<file path="src/rtl/itch_frame_assembler.sv">
// Splits a length-prefixed ITCH byte stream into whole messages: 16-bit
// big-endian length, one type byte, then the body packed MSB-first into payload.
module itch_frame_assembler #(
  parameter int MAX_MSG_LEN = 64
) (
  input  logic         clk,
  input  logic         rst_n,
  input  logic         in_byte_valid,
  input  logic [7:0]   in_byte,
  output logic         out_valid,
  output logic [7:0]   msg_type,
  output logic [511:0] payload,
  output logic         frame_err,
  output logic [31:0]  msg_count,
  output logic [15:0]  err_count,
  output logic         busy
);

  localparam logic [2:0] LEN_HI = 3'd0;
  localparam logic [2:0] LEN_LO = 3'd1;
  localparam logic [2:0] TYPE   = 3'd2;
  localparam logic [2:0] BODY   = 3'd3;
  localparam logic [2:0] DRAIN  = 3'd4;

  localparam logic [15:0] MAX_LEN = 16'(MAX_MSG_LEN);

  logic [2:0]   state_q,     state_d;
  logic [15:0]  len_q,       len_d;
  logic [15:0]  cnt_q,       cnt_d;
  logic [7:0]   type_q,      type_d;
  logic [511:0] shift_q,     shift_d;
  logic         out_valid_q, out_valid_d;
  logic         frame_err_q, frame_err_d;
  logic [7:0]   msg_type_q,  msg_type_d;
  logic [511:0] payload_q,   payload_d;
  logic [31:0]  msg_count_q, msg_count_d;
  logic [15:0]  err_count_q, err_count_d;

  logic [15:0] len_full;
  logic [15:0] cnt_inc;
  logic [5:0]  body_idx;
  logic [8:0]  bit_hi;

  assign len_full = {len_q[15:8], in_byte};
  assign cnt_inc  = cnt_q + 16'd1;
  // cnt_q counts message bytes consumed so far; the type byte is byte 0.
  assign body_idx = 6'(cnt_q - 16'd1);
  assign bit_hi   = 9'd511 - {body_idx, 3'b000};

  always_comb begin
    // NOTE: every _d starts from a default so no path leaves it unassigned,
    // which would otherwise infer a latch.
    state_d     = state_q;
    len_d       = len_q;
    cnt_d       = cnt_q;
    type_d      = type_q;
    shift_d     = shift_q;
    out_valid_d = 1'b0;
    frame_err_d = 1'b0;
    msg_type_d  = msg_type_q;
    payload_d   = payload_q;

    if (in_byte_valid) begin
      case (state_q)
        LEN_HI: begin
          len_d   = {in_byte, 8'h00};
          state_d = LEN_LO;
        end
        LEN_LO: begin
          len_d = len_full;
          cnt_d = 16'd0;
          if (len_full == 16'd0) begin
            frame_err_d = 1'b1;
            state_d     = LEN_HI;
          end else if (len_full > MAX_LEN) begin
            frame_err_d = 1'b1;
            state_d     = DRAIN;
          end else begin
            state_d = TYPE;
          end
        end
        TYPE: begin
          type_d  = in_byte;
          shift_d = '0;
          cnt_d   = 16'd1;
          if (len_q == 16'd1) begin
            out_valid_d = 1'b1;
            msg_type_d  = in_byte;
            payload_d   = '0;
            state_d     = LEN_HI;
          end else begin
            state_d = BODY;
          end
        end
        BODY: begin
          shift_d[bit_hi -: 8] = in_byte;
          cnt_d                = cnt_inc;
          if (cnt_inc == len_q) begin
            out_valid_d = 1'b1;
            msg_type_d  = type_q;
            payload_d   = shift_d;
            state_d     = LEN_HI;
          end
        end
        DRAIN: begin
          cnt_d = cnt_inc;
          if (cnt_inc == len_q) state_d = LEN_HI;
        end
        default: state_d = LEN_HI;
      endcase
    end

    msg_count_d = out_valid_d ? msg_count_q + 32'd1 : msg_count_q;
    err_count_d = (frame_err_d && err_count_q != 16'hFFFF) ? err_count_q + 16'd1
                                                           : err_count_q;
  end

  // NOTE: state is updated with non-blocking assignments only, so every flop
  // samples the pre-edge values computed above.
  always_ff @(posedge clk or negedge rst_n) begin
    if (!rst_n) begin
      state_q     <= LEN_HI;
      len_q       <= '0;
      cnt_q       <= '0;
      type_q      <= '0;
      shift_q     <= '0;
      out_valid_q <= 1'b0;
      frame_err_q <= 1'b0;
      msg_type_q  <= '0;
      payload_q   <= '0;
      msg_count_q <= '0;
      err_count_q <= '0;
    end else begin
      state_q     <= state_d;
      len_q       <= len_d;
      cnt_q       <= cnt_d;
      type_q      <= type_d;
      shift_q     <= shift_d;
      out_valid_q <= out_valid_d;
      frame_err_q <= frame_err_d;
      msg_type_q  <= msg_type_d;
      payload_q   <= payload_d;
      msg_count_q <= msg_count_d;
      err_count_q <= err_count_d;
    end
  end

  assign out_valid = out_valid_q;
  assign frame_err = frame_err_q;
  assign msg_type  = msg_type_q;
  assign payload   = payload_q;
  assign msg_count = msg_count_q;
  assign err_count = err_count_q;
  assign busy      = (state_q != LEN_HI);

endmodule

</file>
<file path="config.mk">
export PLATFORM = sky130hd
export DESIGN_NAME = itch_frame_assembler
export DESIGN_NICKNAME = d
export VERILOG_FILES = /design/src/rtl/itch_frame_assembler.sv
export SDC_FILE = /design/constraint.sdc
export NUM_CORES = 2
export LEC_CHECK = 0
export ABC_AREA = 1
export CAP_MARGIN = 40
export CORE_UTILIZATION = 61
export CTS_BUF_LIST = sky130_fd_sc_hd__clkbuf_8
export DETAILED_ROUTE_END_ITERATION = 10
export PLACE_DENSITY = 0.92
export SETUP_SLACK_MARGIN = 0.15
export SYNTH_ARGS = -nofsm -noshare
export SYNTH_HDL_FRONTEND = slang
export SYNTH_SLANG_ARGS = --single-unit
</file>
<file path="constraint.sdc">
create_clock -name clk -period 9.74 [get_ports clk]
set_clock_uncertainty 0.05 [all_clocks]
set_input_delay 1.948 -clock clk [delete_from_list [all_inputs] [get_ports clk]]
set_output_delay 1.948 -clock clk [all_outputs]
set_load 0.005 [all_outputs]
</file>
==> results.yml <==
finish:
  syn_to_final_growth_pct: 18.33
  utilization_pct: 73.28
  drive_gt1_share_pct: 5.382
  finalNetCount: 7111
  num-fill-cells: 6050
synthesis:
  synth_cell_types: 34
  synth-seq-cells: 1125
  syn_nets: 6759
  synthTopCellsByArea: "dfrtp_1 53%, nand2_1 14%, o21ai_0 9.9%"
  synth_ff_type: "dfrtp_1"
  synth-edff-count: 0
  syn_avg_cell_area_um2: 7.872
  yosysTopAreaCellShare_pct: 53.06
  netlist_area_um2: 53060
  synthCells: 6740
  synthArstFlopShare_pct: 100.0
  yosysSeqAreaShare_pct: 53.06
  yosysTopAreaCell: "dfrtp_1"
  synth_most_common_cell: "nand2_1"
  synthTopCellsByCount: "1969 x nand2_1, 1125 x dfrtp_1, 1047 x o21ai_0, 586 x inv_1, 584 x nand3_1"
  yosysWarnings: 0
clocking:
  clock-root-buffer: "clkbuf_8"
  cts_max_level: 4
  cts_buffer_depth: 3
  numCtsBuffers: 179
  clk_pin_slew_worst_paths_ns: 0.06
  clock-sinks: 1125
  insertion_delay_ns: 0.88
  postCtsSetupRepairBufs: 0
  ctsResizeCount: 0
  cts_hold_buf: 0
  cts_tree: "done"
die:
  core-area_um2: 85680
  rows: 107
  initial_core_util_pct: 61.93
  io_pins: 582
  die_h_um: 296.9
  dieArea_um2: 88170
  fp.dieW_um: 296.9
detailed_routing:
  wl_per_cell_um: 20.30
  dr.pass1.iters: 9
  num_vias: 50030
  drt-total-wl_um: 170000
  drc_errors: 0
  avgViaCountPerCell: 5.975
  drt_iter0_markers: 6743
  detail-route-antenna-nets: 0
status:
  outcome: "complete, no violations"
grt:
  grt_start_max_net_pins: 296
  grt_pass1_wl_um: 265800
  grt_pass1_vias: 47590
  grt_use_total_pct: 38.26
  grt-ovfl-total: 0
  antenna_found_initial: 3
power:
  p_leak_uw: 0.02907
  ir_worst_vdd_mv: 0.1771
  powerDensity_nw_per_um2: 226.8
placed_design:
  hpwl_um: 111800
  gp_congestion: 0.9219
  port_buffers: 581
critical_path:
  critPathMaxStageDelay_ns: 0.87
  cp_data_arrival_time_ns: 6.83
  critPathCaptureType: "flop"
  crit_type: "reg2reg"
  worstPathCellList: "inv_2, ha_1, clkinv_1, nand2_1, nand3_1, nor2_1, nand3_1, nor2_1, nand3_1, nand2_8, nand2_8, buf_16, buf_4, buf_16, nand2_1, nand2_1"
  cp_num_buf_inv: 5
  crit_path_max_fanout: 108
  crit_slowest_cell: "dfrtp_1"
  cpLargestDelayFamily: "simple AND/OR/NAND/NOR gates"
  required_ns: 10.43
  start_kind: "flop"
sta:
  relSlewSlack_pct: 7.632
  rsz0062_at_grt: "false"
  finalSetupTns_ns: 0
  period_share_pct: 62.97
  tightestPinTransition_ns: 1.386
  max_clock_freq_mhz: 163.0
  setup_viol: 0
  finalMaxSlewViolations: 0
  hold_viol_final: 0
  min_period_ns: 6.134
hold_path:
  hp-class: "reg2reg"
flow_run:
  max_cap_viol_count: 0
==> layout make-up <==
cell class / instances / area [um2] / share of cell area (%)
multi-input cells: 4556 / 20710 / 32.99
flip-flops and latches: 1125 / 28150 / 44.84
diodes: 2 / 5.005 / 0.007971
clock buffers: 222 / 3055 / 4.866
well taps: 1144 / 1431 / 2.280
clock inverters: 95 / 545.5 / 0.8689
inverters: 600 / 2262 / 3.603
repair buffers: 630 / 6624 / 10.55
==> routing by layer <==
metal  part of all wire [%]  wire [um]  GRT usage, %  up-vias
met5                  0.015         26             0        -
met4                    6.4      10900         23.02        4
met3                     11      18020         10.07      610
met2                     45      76180         56.43     3105
met1                     38      64870         51.00    23850
li1                       -          -             -    22460
==> metrics by stage <==
step | area [um2] | hold slack (ns) | power [uW] | std cells | setup slack, ns
2_1_floorplan | 53060 | 0.4034 | 8595 | 6740 | 6.121
4_1_cts | 62780 | 0.4225 | 14170 | 8372 | 3.812
3_5_place_dp | 59180 | 0.4073 | 10100 | 8055 | 3.805
6_report | 62790 | 0.4194 | 14240 | 8374 | 3.606
5_1_grt | 62780 | 0.4405 | 14930 | 8373 | 3.328
3_3_place_gp | 58750 | 0.4045 | 9829 | 8037 | 3.709
==> registers in the layout (all words and copies together) (netlist names) <==
name / cells
msg_type: 8
type_q: 8
out_valid: 1
msg_count: 32
shift_q: 512
cnt_q: 16
frame_err: 1
len_q: 16
state_q: 3
payload: 512
err_count: 16
==> tightest hold or removal path: stages (launching register included) <==
cell,delay [ns]
dfrtp_1,0.34
nand2_1,0.05
nand2_1,0.05
==> cell families (layout without fill, tap and decap cells) <==
family | after synthesis | in the layout | synth area share (%)
adders and majority gates | 8 | 8 | 0.1887
xor gates and xnor gates | 53 | 53 | 0.9385
other | 0 | 2 | 0
AOI/OAI and AO/OA | 1605 | 1605 | 15.24
DFF | 1125 | 1125 | 53.06
and+or+nand+nor | 2890 | 2890 | 22.52
buffers and inverters | 1059 | 1547 | 8.058
==> worst paths after layout <==
path / start / to / slack (ns) / cells after the start
setup / recovery: cnt_q[0] / payload[221] / 3.61 / 16
hold / removal: payload[503] / payload[503] / 0.42 / 2
setup reg to reg: cnt_q[0] / payload[221] / 3.61 / 16
hold reg to reg: payload[503] / payload[503] / 0.42 / 2
max in group asynchronous: rst_n / shift_q[411] / 6.43 / 3
min in group asynchronous: rst_n / payload[358] / 1.07 / 1
==> power breakdown <==
part           internal (uW)  switching (uW)
clock                   2140            1930
sequential              5990             543
combinational           1160            2480
==> placed cells by master, fill, tap and decap left out, types with 12 or more instances in the layout <==
master and count:
nor3_1 49, buf_16 13, nor2_2 70, xor2_1 36
xnor2_1 13, nand4_1 18, clkdlybuf4s50_1 580, buf_4 20
o22ai_1 21, inv_1 652, nor4_1 12, o21ai_1 12
clkinv_2 12, nor2_1 174, clkbuf_8 222, o21ai_0 1047
nand2_1 1969, buf_12 13, dfrtp_1 1125, a21oi_1 515
nand3_1 584
No activity file was read; power rests on OpenSTA's default activity.
